===== src/rtl/pwm_capture_pkg.sv =====
// Shared types and constants for the PWM capture block.
package pwm_capture_pkg;

  localparam int DATA_W = 16;
  typedef logic [DATA_W-1:0] data_t;

  typedef enum logic [1:0] {S_IDLE, S_ARM, S_HIGH, S_LOW} state_t;

  localparam logic [1:0] ADDR_PERIOD = 2'd0;
  localparam logic [1:0] ADDR_HIGH   = 2'd1;
  localparam logic [1:0] ADDR_TMO    = 2'd2;
  localparam logic [1:0] ADDR_STAT   = 2'd3;

  localparam int STAT_BUSY  = 0;
  localparam int STAT_VALID = 1;
  localparam int STAT_TMO   = 2;
  localparam int STAT_OVF   = 3;

  // Saturating increment; MSB of the result flags an attempt to step past all-ones.
  function automatic logic [DATA_W:0] sat_inc(input data_t v);
    if (&v) return {1'b1, v};
    else    return {1'b0, v + 1'b1};
  endfunction

endpackage


===== src/rtl/sync_edge_det.sv =====
// SYNC_STAGES-deep synchronizer (two or more stages) plus rise/fall detector for an async input.
module sync_edge_det #(
  parameter int SYNC_STAGES = 2
) (
  input  logic gclk,
  input  logic grst_n,
  input  logic din,
  output logic s_pwm,
  output logic rise,
  output logic fall
);

  logic [SYNC_STAGES-1:0] sync;
  logic                   s_prev;

  // Shift the async input through the synchronizer, keep one cycle of history.
  always_ff @(posedge gclk) begin
    if (!grst_n) begin
      sync   <= '0;
      s_prev <= 1'b0;
    end else begin
      sync   <= {sync[SYNC_STAGES-2:0], din};
      s_prev <= sync[SYNC_STAGES-1];
    end
  end

  assign s_pwm = sync[SYNC_STAGES-1];
  assign rise  = s_pwm & ~s_prev;
  assign fall  = ~s_pwm & s_prev;

endmodule


===== src/rtl/pwm_capture.sv =====
// Single-shot PWM period / high-time capture with a 4-register bus interface.
module pwm_capture
  import pwm_capture_pkg::*;
#(
  parameter int          SYNC_STAGES = 2,
  parameter logic [15:0] TMO_RST     = 16'hFFFF
) (
  input  logic        iCLK,
  input  logic        iRSTn,
  input  logic [1:0]  iAddr,
  input  logic        iWe,
  input  logic [15:0] iWdata,
  input  logic        iStart,
  input  logic        iPWM,
  output logic [15:0] oRdata,
  output logic        oValid,
  output logic        oBusy
);

  state_t          state;
  data_t           cnt, hcnt, tcnt;
  data_t           period, high, tmo_limit;
  logic            st_valid, st_tmo, st_ovf;
  logic            busy, valid_q;
  logic            rise, fall, s_pwm_unused;
  logic [DATA_W:0] cnt_nx, tcnt_nx, sum;
  logic            tmo_hit, stat_we;

  sync_edge_det #(.SYNC_STAGES(SYNC_STAGES)) u_sync (
    .gclk   (iCLK),
    .grst_n (iRSTn),
    .din    (iPWM),
    .s_pwm  (s_pwm_unused),
    .rise   (rise),
    .fall   (fall)
  );

  assign cnt_nx  = sat_inc(cnt);
  assign tcnt_nx = sat_inc(tcnt);
  assign sum     = {1'b0, hcnt} + {1'b0, cnt};
  // Fires on the cycle the timeout counter would reach the limit; zero disables it.
  assign tmo_hit = (tmo_limit != '0) && (tcnt_nx[DATA_W-1:0] >= tmo_limit);
  assign stat_we = iWe && (iAddr == ADDR_STAT);

  assign oValid = valid_q;
  assign oBusy  = busy;

  // Timeout-limit register; PERIOD/HIGH are read-only so only this address stores data.
  always_ff @(posedge iCLK) begin
    if (!iRSTn)                         tmo_limit <= TMO_RST;
    else if (iWe && iAddr == ADDR_TMO)  tmo_limit <= iWdata;
  end

  // Measurement FSM with sticky status; W1C clears come first so a same-cycle set wins.
  always_ff @(posedge iCLK) begin
    if (!iRSTn) begin
      state    <= S_IDLE;
      cnt      <= '0;
      hcnt     <= '0;
      tcnt     <= '0;
      period   <= '0;
      high     <= '0;
      st_valid <= 1'b0;
      st_tmo   <= 1'b0;
      st_ovf   <= 1'b0;
      busy     <= 1'b0;
      valid_q  <= 1'b0;
    end else begin
      valid_q <= 1'b0;
      if (stat_we) begin
        if (iWdata[STAT_VALID]) st_valid <= 1'b0;
        if (iWdata[STAT_TMO])   st_tmo   <= 1'b0;
        if (iWdata[STAT_OVF])   st_ovf   <= 1'b0;
      end
      if (iStart) begin
        // Start from idle or abort-and-rearm; previous results are kept.
        state <= S_ARM;
        busy  <= 1'b1;
        cnt   <= '0;
        hcnt  <= '0;
        tcnt  <= '0;
      end else begin
        case (state)
          S_ARM: begin
            if (rise) begin
              cnt   <= data_t'(1);
              tcnt  <= '0;
              state <= S_HIGH;
            end else if (fall) begin
              tcnt <= '0;
            end else if (tmo_hit) begin
              st_tmo <= 1'b1;
              state  <= S_IDLE;
              busy   <= 1'b0;
            end else begin
              tcnt <= tcnt_nx[DATA_W-1:0];
            end
          end
          S_HIGH: begin
            if (fall) begin
              hcnt  <= cnt;
              cnt   <= data_t'(1);
              tcnt  <= '0;
              state <= S_LOW;
            end else if (tmo_hit) begin
              st_tmo <= 1'b1;
              state  <= S_IDLE;
              busy   <= 1'b0;
            end else begin
              cnt  <= cnt_nx[DATA_W-1:0];
              tcnt <= tcnt_nx[DATA_W-1:0];
              if (cnt_nx[DATA_W]) st_ovf <= 1'b1;
            end
          end
          S_LOW: begin
            if (rise) begin
              period   <= sum[DATA_W] ? '1 : sum[DATA_W-1:0];
              high     <= hcnt;
              st_valid <= 1'b1;
              valid_q  <= 1'b1;
              if (sum[DATA_W]) st_ovf <= 1'b1;
              state    <= S_IDLE;
              busy     <= 1'b0;
            end else if (tmo_hit) begin
              st_tmo <= 1'b1;
              state  <= S_IDLE;
              busy   <= 1'b0;
            end else begin
              cnt  <= cnt_nx[DATA_W-1:0];
              tcnt <= tcnt_nx[DATA_W-1:0];
              if (cnt_nx[DATA_W]) st_ovf <= 1'b1;
            end
          end
          default: ;
        endcase
      end
    end
  end

  // Combinational register read mux.
  always_comb begin
    oRdata = '0;
    case (iAddr)
      ADDR_PERIOD: oRdata = period;
      ADDR_HIGH:   oRdata = high;
      ADDR_TMO:    oRdata = tmo_limit;
      default: begin
        oRdata[STAT_BUSY]  = busy;
        oRdata[STAT_VALID] = st_valid;
        oRdata[STAT_TMO]   = st_tmo;
        oRdata[STAT_OVF]   = st_ovf;
      end
    endcase
  end

endmodule


===== config.mk =====
export PLATFORM = sky130hd
export DESIGN_NAME = pwm_capture
export DESIGN_NICKNAME = d
export VERILOG_FILES = /design/src/rtl/pwm_capture_pkg.sv /design/src/rtl/sync_edge_det.sv /design/src/rtl/pwm_capture.sv
export SDC_FILE = /design/constraint.sdc
export NUM_CORES = 1
export LEC_CHECK = 0
export ABC_AREA = 0
export CORE_MARGIN = 5
export CORE_UTILIZATION = 40
export DETAILED_ROUTE_END_ITERATION = 6
export GPL_TIMING_DRIVEN = 0
export PLACE_DENSITY = 0.68
export SYNTH_ARGS = -nofsm -noshare
export SYNTH_HDL_FRONTEND = slang
export SYNTH_SLANG_ARGS = --single-unit
export TNS_END_PERCENT = 20

===== constraint.sdc =====
create_clock -name iCLK -period 8.85 [get_ports iCLK]
set_input_delay 2.655 -clock iCLK [delete_from_list [all_inputs] [get_ports iCLK]]
set_output_delay 2.655 -clock iCLK [all_outputs]
set_load 0.1 [all_outputs]

==> out/metrics.yaml, run 1 <==
detailed_routing:
  vias: 5626
  top_layer_used: "met4"
  met1_length_um: 8168
  ant_nets: 0
  drc: 0
  wl_met2_um: 7542
  wl_um: 16910
  wl_per_cell_um: 17.22
  dr.pass1.iters: 5
  met3_length_um: 818
  viasPerCell: 5.729
  dr.first_iter.drc_count: 610
finish:
  diodes: 0
  fin_cells: 982
  final_cell_mix: "127 x nand2_1, 106 x dfxtp_1, 68 x a21oi_1"
  syn_to_final_growth_pct: 15.26
  final_layout_size_suffix_gt1_share_pct: 6.391
  mostFrequentLayoutCell: "nand2_1"
  seq_area_um2: 2122
  nets: 851
  fillers: 1436
  fin_area_um2: 6918
  multi_input_area_um2: 3615
floorplan:
  initial_utilization_pct: 40.99
  io-pin-count: 41
  die_x_um: 132.5
  die_y_um: 132.5
  core_area_um2: 14640
  num_rows: 44
  die_area_um2: 17550
clock_network:
  cts-root-buf: "clkbuf_16"
  htreeDepth: 3
  post-cts-setup-buffers: 0
  clk_latency_ns: 0.35
  cts_resized: 0
  clk_path_buf_depth: 2
  numCtsBuffers: 9
  cts.sinks: 106
  ctsHoldBuffers: 0
  clk_pin_slew_worst_paths_ns: 0.07
  cts_tree: "done"
synth:
  synth-edff-count: 0
  netlist_area_um2: 6002
  ys_seq_elements: 106
  synthFlopType: "dfxtp_1"
  async_reset_ff_share_pct: 0
  syn_area_per_cell_um2: 8.067
  yosysWarnings: 0
  syn-num-nets: 802
  synthCells: 744
  ys_types: 67
  yosysSeqAreaShare_pct: 35.36
setup_path:
  slowest_stage: "clkdlybuf4s50_1"
  path_class: "input port to primary output"
  critPathMaxFanout: 10
  cp.required_ns: 6.20
  crit_path_cell_trace: "clkbuf_1 -> clkbuf_1 -> mux2i_1 -> o21ai_0 -> clkdlybuf4s50_1"
  r2r_end: "tcnt[2]"
  cp_top_family: "buffers and inverters"
  crit_path_end_kind: "primary output"
  slowest_delay_ns: 1.17
  worstPathArrival_ns: 5.39
  reg2reg_depth: 16
  crit_top_cell: "clkbuf_1"
  r2r_slack_ns: 4.92
  start_kind: "input port"
  path_buf_inv: 3
  r2r-start: "tcnt[7]"
place:
  placed_cells: 966
  dpl_cell_area_um2: 6613
  port_buffers: 38
  post-place-ws_ns: 0.8368
  dp_hpwl_um: 12940
  place_congestion: 0.8899
sta:
  skew_ns: 0.009804
  min_period_ns: 8.048
  setup_tns_ns: 0
  timing.final.crit_share_pct: 90.94
  tightestPinTransition_ns: 0.9808
  drv_slew: 0
  setup_slack_ns: 0.8016
  finalHoldViolations: 0
  setup_viol: 0
  rsz0062_at_grt: "no"
  fmax_mhz: 124.2
  max_slew_margin_pct: 34.41
global_route:
  antenna_found_initial: 0
  grt_overflow: 0
  grt_max_degree: 17
  grt_pass1_wl_um: 27050
  grtUsageTotal_pct: 19.10
  grt_pass1_vias: 5134
flow_run:
  cap_violations: 0
run_status:
  status: "complete, no violations"
hold_path:
  hp-start: "u_sync.sync[0]"
  hold_class: "flop to flop"
  hold_path_depth: 1
  whs_endpoint: "u_sync.sync[1]"
power_and_ir_drop:
  p_leak_nw: 2.567
  p_total_mw: 1.010
  pwr_density_cell_nw_per_um2: 146.0
  worst_ir_drop_vdd_mv: 0.1078
==> per-layer routing <==
metal / vias up / track usage, %
met3: 26 / 2.809
met2: 169 / 29.30
met4: 0 / 7.621
met1: 2634 / 27.02
li1: 2797 / -
met5: - / 0
==> power breakdown <==
| part | internal, mW | switching, mW |
|---|---|---|
| clock | 0.233 | 0.178 |
| combinational | 0.0339 | 0.0758 |
| sequential | 0.482 | 0.00630 |
| total | 0.750 | 0.260 |
==> layout make-up <==
cell class	count	area share (%)
Multi-Input combinational cell	573	52.25
Sequential cell	106	30.67
Timing Repair Buffer	38	5.498
Clock buffer	11	3.653
Tap cell	184	3.328
Buffer	39	2.424
Inverter	26	1.411
Clock inverter	5	0.7596
==> Yosys cell counts (7+ instances only) <==
cell,number,area [um2]
o31ai_1,10,75.07
o211ai_1,18,135.1
dfxtp_1,106,2122
nand4_1,7,43.79
and2_1,9,56.30
nand2_1,127,476.7
a21oi_1,68,340.3
xnor2_1,14,122.6
a31oi_1,11,68.82
a21boi_0,17,127.6
o21ai_0,55,275.3
mux2i_1,14,140.1
buf_2,10,50.05
inv_1,26,97.59
xor2_1,8,70.07
nor2_1,31,116.4
o21a_1,7,52.55
or3_1,10,62.56
ha_1,34,425.4
or4_1,9,67.56
clkbuf_1,26,97.59
nand3_1,32,160.2
nor3_1,7,35.03
==> per-stage QoR <==
step,util (%),hold WS (ns)
after detailed placement,45.16,0.4250
after global placement,45.16,0.4149
final,47.24,0.4370
after CTS,47.24,0.4440
after floorplan,-,0.4119
after global routing,47.24,0.4870
==> flip-flops by register name, summed over array words and instances, names as in the netlist, 2 cells and up <==
| signal | flops |
|---|---|
| state | 2 |
| period | 16 |
| tcnt | 16 |
| u_sync.sync | 2 |
| high | 16 |
| tmo_limit | 16 |
| hcnt | 16 |
| cnt | 16 |
==> worst max-delay path by stage <==
stage | startpoint | to | slack (ns) | depth (start not counted)
after detailed placement | iAddr[1] | oRdata[14] | 0.84 | 5
final | iAddr[1] | oRdata[14] | 0.80 | 5
after global placement | iAddr[1] | oRdata[1] | 0.95 | 4
after CTS | iAddr[1] | oRdata[14] | 0.84 | 5
after floorplan | iAddr[1] | oRdata[10] | 0.47 | 4
after global routing | iAddr[1] | oRdata[14] | 0.73 | 5
==> kinds of logic after synthesis <==
kind of cell | after synthesis | synth area share [%]
adders and majority gates | 35 | 7.421
muxes | 18 | 3.836
AOI/OAI and AO/OA | 228 | 24.08
and+or+nand+nor | 270 | 21.68
DFF | 106 | 35.36
xor gates and xnor gates | 22 | 3.210
buffers and inverters | 65 | 4.419
(Power assumes the default switching activity.)
==> inputs of run 2 (changes only) <==
CORE_UTILIZATION = 64   (was 40)
PLACE_DENSITY = default   (was 0.68)
PLACE_DENSITY_LB_ADDON = 0.1   (was default)
==> run 2 against run 1 <==
Design area is 2.6% lower. Total power decreased by 8.3%. Cell count is 7.4% lower. Die area shrank 35%. Register-to-register slack worse by 0.15 ns. Core utilization grew 26 points. Via count rose by 3.5%. Sequential power is essentially flat. Count of clock-buffer cells in the layout down 2. Routed wire length fell by 1.4%. First-iteration DRC count is 27% lower. Critical path type unchanged. Largest cell class unchanged. Largest power group unchanged.
==> out/metrics.yaml, run 2 (same netlist as run 1, synthesis figures left out) <==
global_route:
  grt_pass1_wl_um: 27150
  grt_overflow: 0
  grtUsageTotal_pct: 29.99
  antenna_found_initial: 0
  grt_max_degree: 18
  grt_pass1_vias: 5511
floorplan:
  die_x_um: 106.8
  initial_utilization_pct: 65.27
  core_area_um2: 9196
  die_y_um: 106.8
  num_rows: 35
  die_area_um2: 11410
  io-pin-count: 41
sta:
  fmax_mhz: 125.5
  min_period_ns: 7.965
  drv_slew: 0
  timing.final.crit_share_pct: 90.00
  max_slew_margin_pct: 33.42
  finalHoldViolations: 0
  skew_ns: 0.006713
  tightestPinTransition_ns: 0.9956
  rsz0062_at_grt: "no"
  setup_viol: 0
  holdWs_ns: 0.4575
  setup_tns_ns: 0
clock_network:
  ctsHoldBuffers: 0
  post-cts-setup-buffers: 0
  cts_resized: 0
  clk_latency_ns: 0.39
  htreeDepth: 3
  cts_tree: "done"
  numCtsBuffers: 9
  clk_path_buf_depth: 2
  cts-root-buf: "clkbuf_8"
  clk_pin_slew_worst_paths_ns: 0.09
  cts.sinks: 106
power_and_ir_drop:
  worst_ir_drop_vdd_mv: 0.1149
  p_total_uw: 925.9
  pwr_density_cell_nw_per_um2: 137.4
  p_leak_nw: 2.521
place:
  port_buffers: 38
  place_congestion: 0.8955
  dpl_cell_area_um2: 6521
  dp_hpwl_um: 12870
  placed_cells: 893
hold_path:
  hp-start: "u_sync.sync[0]"
  hold_class: "flop to flop"
setup_path:
  path_class: "input port to primary output"
  critPathMaxFanout: 10
  cp.required_ns: 6.20
  r2r-start: "tcnt[0]"
  worstPathArrival_ns: 5.31
  start_kind: "input port"
  crit_start: "iAddr[1]"
  crit_path_end_kind: "primary output"
detailed_routing:
  vias: 5824
  dr.pass1.iters: 5
  dr.first_iter.drc_count: 447
  viasPerCell: 6.407
  wl_per_cell_um: 18.34
  wl_um: 16670
  drc: 0
  ant_nets: 0
flow_run:
  cap_violations: 0
finish:
  final_layout_size_suffix_gt1_share_pct: 6.391
  fin_cells: 909
  nets: 851
  final_cell_mix: "127 x nand2_1, 106 x dfxtp_1, 68 x a21oi_1"
  diodes: 0
  mostFrequentLayoutCell: "nand2_1"
  syn_to_final_growth_pct: 12.28
  fin_area_um2: 6739
run_status:
  status: "complete, no violations"
==> run 2: cell types whose count changed in the layout (fill, tap and decap cells not counted), sizes merged <==
| cell | delta |
|---|---|
| bufinv | +1 |
| clkbuf | -2 |
| clkinvlp | +1 |
==> run 2: where the power goes <==
group	switching (mW)	internal, mW	leakage, nW	total, mW
registers	0.00590	0.482	0.857	0.488
logic	0.0746	0.0339	1.56	0.109
clock network	0.170	0.159	0.105	0.329
total	0.251	0.675	2.52	0.926
==> run 2: final cells by class <==
| cell class | count | area (um2) |
|---|---|---|
| timing repair buffer | 38 | 380.4 |
| tap | 111 | 138.9 |
| buffer | 39 | 167.7 |
| clock buffer | 9 | 123.9 |
| inverter | 26 | 97.59 |
| fill | 754 | 2457 |
| multi-input combinational | 573 | 3615 |
| clock inverter | 7 | 93.84 |
| sequential | 106 | 2122 |
==> run 2: worst paths after layout <==
check / to / slack [ns] / cells after the start
setup / recovery: oRdata[8] / 0.88 / 5
hold / removal: u_sync.sync[1] / 0.46 / 1
setup reg to reg: tcnt[12] / 4.77 / 16
hold reg to reg: u_sync.sync[1] / 0.46 / 1
==> run 2: metrics by stage <==
step,util (%),worst slack [ns]
2_1_floorplan,-,0.4710
3_3_place_gp,70.91,0.9539
3_5_place_dp,70.91,0.9212
4_1_cts,73.28,0.9295
5_1_grt,73.28,0.7205
6_report,73.28,0.8847
==> run 2: worst max-delay path, stage by stage <==
cell and delay (ns):
clkbuf_1 0.49, clkbuf_1 0.63, mux2i_1 0.15, o21ai_0 0.20
clkdlybuf4s50_1 1.17
==> run 2: per-layer routing <==
layer	up-vias	global-route usage, %	routed length, um
li1	2783	-	-
met1	2775	39.74	7243
met2	237	49.01	7738
met3	29	7.706	1345
met4	0	7.489	342
met5	-	0	0
